$ cat config.mk
export PLATFORM = sky130hd
export DESIGN_NAME = acc_controller
export DESIGN_NICKNAME = d
export VERILOG_FILES = /design/src/rtl/acc_ctrl_pkg.sv /design/src/rtl/mem_wait_counter.sv /design/src/rtl/acc_controller.sv
export SDC_FILE = /design/constraint.sdc
export NUM_CORES = 1
export LEC_CHECK = 0
export ABC_AREA = 1
export BUFFER_PORTS_ARGS = -buffer_cell sky130_fd_sc_hd__buf_2
export CORE_UTILIZATION = 36
export DETAILED_ROUTE_END_ITERATION = 10
export PLACE_DENSITY_LB_ADDON = 0.08
export REMOVE_ABC_BUFFERS = 1
export SLEW_MARGIN = 40
export SYNTH_ARGS = -nofsm -noshare
export SYNTH_HDL_FRONTEND = slang
export SYNTH_SLANG_ARGS = --single-unit
export TNS_END_PERCENT = 30
$ cat constraint.sdc
create_clock -name clk -period 2.9 [get_ports clk]
set_input_delay 0.29 -clock clk [delete_from_list [all_inputs] [get_ports clk]]
set_output_delay 0.29 -clock clk [all_outputs]
set_load 0.05 [all_outputs]
$ cat src/rtl/acc_ctrl_pkg.sv
// Shared constants for the accumulator-processor control FSM: opcodes, ALU codes,
// mux-select names and the 4-bit state encoding (S_HALT exists only with ACC_CTRL_HALT_EN).
package acc_ctrl_pkg;

    localparam logic [2:0] OP_ADD = 3'b000;
    localparam logic [2:0] OP_SUB = 3'b001;
    localparam logic [2:0] OP_AND = 3'b010;
    localparam logic [2:0] OP_NOT = 3'b011;
    localparam logic [2:0] OP_LDA = 3'b100;
    localparam logic [2:0] OP_STA = 3'b101;
    localparam logic [2:0] OP_JMP = 3'b110;
    localparam logic [2:0] OP_JZ  = 3'b111;

    localparam logic [1:0] ALU_ADD  = 2'b00;
    localparam logic [1:0] ALU_SUB  = 2'b01;
    localparam logic [1:0] ALU_AND  = 2'b10;
    localparam logic [1:0] ALU_NOTB = 2'b11;

    // Datapath muxes pick in1 when their select is low.
    localparam logic SEL_IN1 = 1'b0;
    localparam logic SEL_IN2 = 1'b1;

    typedef enum logic [3:0] {
        S_INIT   = 4'd0,
        S_FETCH  = 4'd1,
        S_DECODE = 4'd2,
        S_MEMRD  = 4'd3,
        S_OPLOAD = 4'd4,
        S_ALU_EX = 4'd5,
        S_ALU_WB = 4'd6,
        S_LDA_WB = 4'd7,
        S_MEMWR  = 4'd8
`ifdef ACC_CTRL_HALT_EN
        , S_HALT = 4'd9
`endif
    } state_t;

endpackage

$ cat src/rtl/mem_wait_counter.sv
// Memory-access wait counter: done flags the last cycle of a MEM_LAT-cycle access.
// Saturates at MEM_LAT-1 so it can never wrap while a state is held.
module mem_wait_counter #(
    parameter int MEM_LAT = 1,
    parameter int CNT_W   = 4
) (
    input  logic clk,
    input  logic rst_n,
    input  logic clear,
    output logic done
);

    logic [CNT_W-1:0] r_cnt;

    assign done = (r_cnt == CNT_W'(MEM_LAT - 1));

    // NOTE: sequential state uses non-blocking assignments so every flop samples pre-edge values.
    always_ff @(posedge clk or negedge rst_n) begin
        if (!rst_n) begin
            r_cnt <= '0;
        end else if (clear) begin
            r_cnt <= '0;
        end else if (!done) begin
            r_cnt <= r_cnt + 1'b1;
        end
    end

endmodule

$ cat src/rtl/acc_controller.sv
// Multi-cycle Moore control FSM for the 16-bit accumulator processor.
// Optional halt support (halt_req/halted ports, S_HALT state) under `ACC_CTRL_HALT_EN.
module acc_controller
    import acc_ctrl_pkg::*;
#(
    parameter int MEM_LAT = 1,
    parameter int CNT_W   = 4
) (
    input  logic       clk,
    input  logic       rst_n,
    input  logic [2:0] opcode,
    input  logic       zero,
`ifdef ACC_CTRL_HALT_EN
    input  logic       halt_req,
    output logic       halted,
`endif
    output logic       PC_init,
    output logic       PCwrite,
    output logic       PCwrite_cond,
    output logic       PCsrc,
    output logic       IorD,
    output logic       MemRead,
    output logic       MemWrite,
    output logic       IRwrite,
    output logic       ldACC,
    output logic       ACCsrc,
    output logic       ldA,
    output logic       ldB,
    output logic       Asrc,
    output logic       Bsrc,
    output logic [1:0] ALUop
);

    state_t r_state;
    state_t w_next;
    state_t w_to_fetch;
    logic   w_done;
    logic   w_clear;
    logic   w_unused_zero;

    // Branch resolution lives in the datapath PC unit; zero is deliberately ignored here.
    assign w_unused_zero = zero;

`ifdef ACC_CTRL_HALT_EN
    assign w_to_fetch = halt_req ? S_HALT : S_FETCH;
`else
    assign w_to_fetch = S_FETCH;
`endif

    // Any state change restarts the wait count, so every access state starts at 0.
    assign w_clear = (w_next != r_state);

    mem_wait_counter #(
        .MEM_LAT (MEM_LAT),
        .CNT_W   (CNT_W)
    ) u_wait (
        .clk   (clk),
        .rst_n (rst_n),
        .clear (w_clear),
        .done  (w_done)
    );

    always_ff @(posedge clk or negedge rst_n) begin
        if (!rst_n) begin
            r_state <= S_INIT;
        end else begin
            r_state <= w_next;
        end
    end

    // NOTE: every combinational output gets a default first, so no path can infer a latch.
    always_comb begin
        w_next = r_state;
        case (r_state)
            S_INIT:   w_next = w_to_fetch;
            S_FETCH:  if (w_done) w_next = S_DECODE;
            S_DECODE: begin
                case (opcode)
                    OP_ADD, OP_SUB, OP_AND, OP_LDA: w_next = S_MEMRD;
                    OP_NOT:                         w_next = S_ALU_EX;
                    OP_STA:                         w_next = S_MEMWR;
                    default:                        w_next = w_to_fetch;
                endcase
            end
            S_MEMRD:  if (w_done) w_next = (opcode == OP_LDA) ? S_LDA_WB : S_OPLOAD;
            S_OPLOAD: w_next = S_ALU_EX;
            S_ALU_EX: w_next = S_ALU_WB;
            S_ALU_WB: w_next = w_to_fetch;
            S_LDA_WB: w_next = w_to_fetch;
            S_MEMWR:  if (w_done) w_next = w_to_fetch;
`ifdef ACC_CTRL_HALT_EN
            S_HALT:   if (!halt_req) w_next = S_FETCH;
`endif
            default:  w_next = S_INIT;
        endcase
    end

    always_comb begin
        PC_init      = 1'b0;
        PCwrite      = 1'b0;
        PCwrite_cond = 1'b0;
        PCsrc        = SEL_IN1;
        IorD         = SEL_IN1;
        MemRead      = 1'b0;
        MemWrite     = 1'b0;
        IRwrite      = 1'b0;
        ldACC        = 1'b0;
        ACCsrc       = SEL_IN1;
        ldA          = 1'b0;
        ldB          = 1'b0;
        Asrc         = SEL_IN1;
        Bsrc         = SEL_IN1;
        ALUop        = ALU_ADD;
`ifdef ACC_CTRL_HALT_EN
        halted       = 1'b0;
`endif
        case (r_state)
            S_INIT: PC_init = 1'b1;
            S_FETCH: begin
                IorD    = SEL_IN1;
                MemRead = 1'b1;
                // PC+1 and IR load happen only on the final wait cycle: one increment per fetch.
                if (w_done) begin
                    IRwrite = 1'b1;
                    Asrc    = SEL_IN2;
                    Bsrc    = SEL_IN2;
                    ALUop   = ALU_ADD;
                    PCsrc   = SEL_IN1;
                    PCwrite = 1'b1;
                end
            end
            S_DECODE: begin
                if (opcode == OP_JMP) begin
                    PCsrc   = SEL_IN2;
                    PCwrite = 1'b1;
                end else if (opcode == OP_JZ) begin
                    PCsrc        = SEL_IN2;
                    PCwrite_cond = 1'b1;
                end
            end
            S_MEMRD: begin
                IorD    = SEL_IN2;
                MemRead = 1'b1;
            end
            S_OPLOAD: begin
                ldA = 1'b1;
                ldB = 1'b1;
            end
            S_ALU_EX: begin
                Asrc  = SEL_IN1;
                Bsrc  = SEL_IN1;
                ALUop = opcode[1:0];
            end
            S_ALU_WB: begin
                ACCsrc = SEL_IN1;
                ldACC  = 1'b1;
            end
            S_LDA_WB: begin
                ACCsrc = SEL_IN2;
                ldACC  = 1'b1;
            end
            S_MEMWR: begin
                IorD     = SEL_IN2;
                MemWrite = 1'b1;
            end
`ifdef ACC_CTRL_HALT_EN
            S_HALT: halted = 1'b1;
`endif
            default: ;
        endcase
    end

endmodule

==> impl_results.md <==
* Depth of the most critical reg-to-reg path at 13
* Num ports at 22
* Setup violators final at 0
* Synthesis-to-layout area growth at 21.52%
* CTS tree: done
* Setup_tns at 0 ns
* Sink Count at 8
* CTS H-Tree Depth at 1
* WL met1 at 773 um
* DR WL met2 at 584 um
* Mapped Avg Cell Area at 6.440 sq um
* Antenna viol nets, final at 0
* Reg2reg start: u_wait.r_cnt[0]$_DFFE_PN0P_
* Pre-CTS WS at 1.292 ns
* Post-synthesis sequential area ratio at 0.3048
* Crit path to: PCwrite
* RSZ-0062 raised after global routing: no
* VDD IR max at 0.5324 mV
* Vias at 650
* Critical path type: reg -> out
* Worst-skew pair later-pin latency at 0.25 ns
* Max-slew violation count at 0
* Worst hold path class: in -> reg
* Worst-path maximum fanout at 5
* Worst-path cell chain: inv_2 -> nand2_2 -> nor2_4 -> nand3_1 -> o22ai_1 -> buf_2
* Initial antenna violation count at 0
* Arrival time worst endpoint at 1.57 ns
* Pwr Density at 1222 nW/um^2
* Crit path launch type: flop
* Synthesized area at 656.9 sq um
* Antenna Cells at 0
* Max Clock Skew at 0.0002256 ns
* Critical Path Start: r_state[3]$_DFF_PN0_
* Mapped Cells at 102
* Total grt overflow at 0
* Detailed Route WL at 1412 um
* Slowest CP cell: dfrtp_1
* Largest net degree at the start of global routing at 9
* Synthesized flop and latch total at 8
* Drt initial violations at 10
* Largest area contributor in the netlist: dfrtp_1
* RR Endpoint: u_wait.r_cnt[0]$_DFFE_PN0P_
* CTS clock-pin slew for the worst setup and hold paths at 0.05 ns
* Worst Max-Slew Pin Slew at 0.2626 ns
* Status: finished, final reports clean
* # Post-CTS Setup Buffers at 0
* Die height at 44.72 um
* WL met3 at 54 um
* # resized after CTS at 0
* F_max at 0.5382 GHz
* Synth warn at 0
* Top-area cell type share of the netlist area at 0.3048
* First-pass GRT wire length at 2428 um
* Share of cells above drive strength 1 at 0.3252
* Initial Util at 0.3804
* DRT Pass-1 Iters at 4
* Mean routed wirelength per cell at 9.541 um
* CP peak stage delay at 0.41 ns
* # rows at 15
* Final min period at 1.858 ns
* Final GP Congestion at 0.8331
* Post-synth cell types at 17
* Total clock buffers created by CTS at 3
* Clock buffer depth at 2
* Final period util at 0.6408
* Die Wd at 44.72 um
* DIE AREA at 1999 sq um
* Core outline area at 1727 sq um
* CP endpoint kind: primary output
* CTS root buffer: clkbuf_4
* Reg2reg setup slack at 1.28 ns
* Worst Path Required at 2.61 ns
* Worst setup margin at 1.042 ns
* Highest routed layer: met3
* Vias in the first global route at 585
* GRT Overall Usage at 0.1646
* HPWL Detailed at 1178 um
* DR vias/cell at 4.392
* Slew Limit Headroom at 0.8250
* DRC errors left at 0
* Port bufs at 20
* Max-Cap Viols at 0
* Final Hold Fails at 0
* Final nets at 133
* Leakage Power at 0.4707 nW
* Area contributors post-synth: dfrtp_1, nand2_1, nor2_1
## through the flow
| stage | std cells | power (mW) | hold WS, ns | instance area, sq um | util |
|---|---|---|---|---|---|
| after global placement | 144 | 0.8954 | 0.1439 | 765.7 | 0.4435 |
| after floorplan | 99 | 0.7534 | -0.005591 | 634.4 | - |
| final | 148 | 0.9751 | 0.3940 | 798.3 | 0.4623 |
| after global routing | 148 | 1.063 | 0.4227 | 798.3 | 0.4623 |
| after CTS | 148 | 0.9832 | 0.3886 | 798.3 | 0.4623 |
| after detailed placement | 144 | 0.8949 | 0.1464 | 765.7 | 0.4435 |
## cell usage after synthesis
master	instances
nor2_4	1
nand2_2	7
buf_4	3
o21ai_0	4
inv_1	14
o22ai_1	1
inv_2	3
o21ai_1	1
xnor2_1	1
nor2_1	19
dfrtp_1	8
xor2_1	1
nor2_2	6
ha_1	2
nand4_1	1
nand3_1	11
nand2_1	19
## what timing repair did
| action | CTS | global route |
|---|---|---|
| endpoints found under the setup margin | 0 | 0 |
| endpoints found under the hold margin | 8 | 0 |
| hold buffers | 1 | 0 |
## worst min-delay path by stage
stage / startpoint / cells after the start / to
2_1_floorplan: rst_n / 0 / r_state[0]$_DFF_PN0_
3_3_place_gp: rst_n / 1 / r_state[0]$_DFF_PN0_
3_5_place_dp: rst_n / 1 / u_wait.r_cnt[3]$_DFFE_PN0P_
4_1_cts: opcode[2] / 4 / r_state[2]$_DFF_PN0_
5_1_grt: rst_n / 2 / u_wait.r_cnt[0]$_DFFE_PN0P_
6_report: opcode[2] / 4 / r_state[2]$_DFF_PN0_
## logic make-up (layout without fill, tap and decap cells)
kind of cell    Yosys count  after routing  share of synthesized area
compound gates            6              6                    0.04762
buf+inv                  20             41                     0.1314
fa+ha+maj                 2              2                    0.03809
flops                     8              8                     0.3048
xor+xnor                  2              2                    0.02667
simple gates             64             64                     0.4514
## sequential cells by signal, summed over array words and instances, names as in the netlist
register	count
r_state	4
u_wait.r_cnt	4
## power breakdown
| group | switching (mW) | internal (mW) | total (mW) |
|---|---|---|---|
| combinational | 0.539 | 0.173 | 0.712 |
| clock | 0.0353 | 0.0472 | 0.0825 |
| sequential | 0.0395 | 0.142 | 0.181 |
| total | 0.614 | 0.361 | 0.975 |
## placed cells by master, fill, tap and decap left out, drive strengths merged
cell type and n:
buf 20, clkbuf 3, dfrtp 8, dlygate4sd3 1
ha 2, inv 17, nand2 26, nand3 11
nand4 1, nor2 26, o21ai 5, o22ai 1
xnor2 1, xor2 1
## layout make-up
cell class | instances | area (sq um)
inverter | 17 | 63.81
sequential | 8 | 200.2
timing repair buffer | 21 | 110.1
fill | 193 | 928.4
tap | 25 | 31.28
multi-input combinational | 74 | 370.4
clock buffer | 3 | 22.52
## worst max-delay path, delay by kind of cell, from the launching register on
kind,cells,cell delay [ns]
buffers and inverters,2,0.38
AOI/OAI and AO/OA,1,0.13
and+or+nand+nor,3,0.38
DFF,1,0.41
## layer usage
| layer | global-route usage | up-vias |
|---|---|---|
| met5 | 0 | - |
| met4 | 0.006061 | 0 |
| met3 | 0.06000 | 0 |
| met2 | 0.2441 | 12 |
| met1 | 0.2419 | 283 |
| li1 | - | 355 |
No activity file was read; power rests on OpenSTA's default activity.
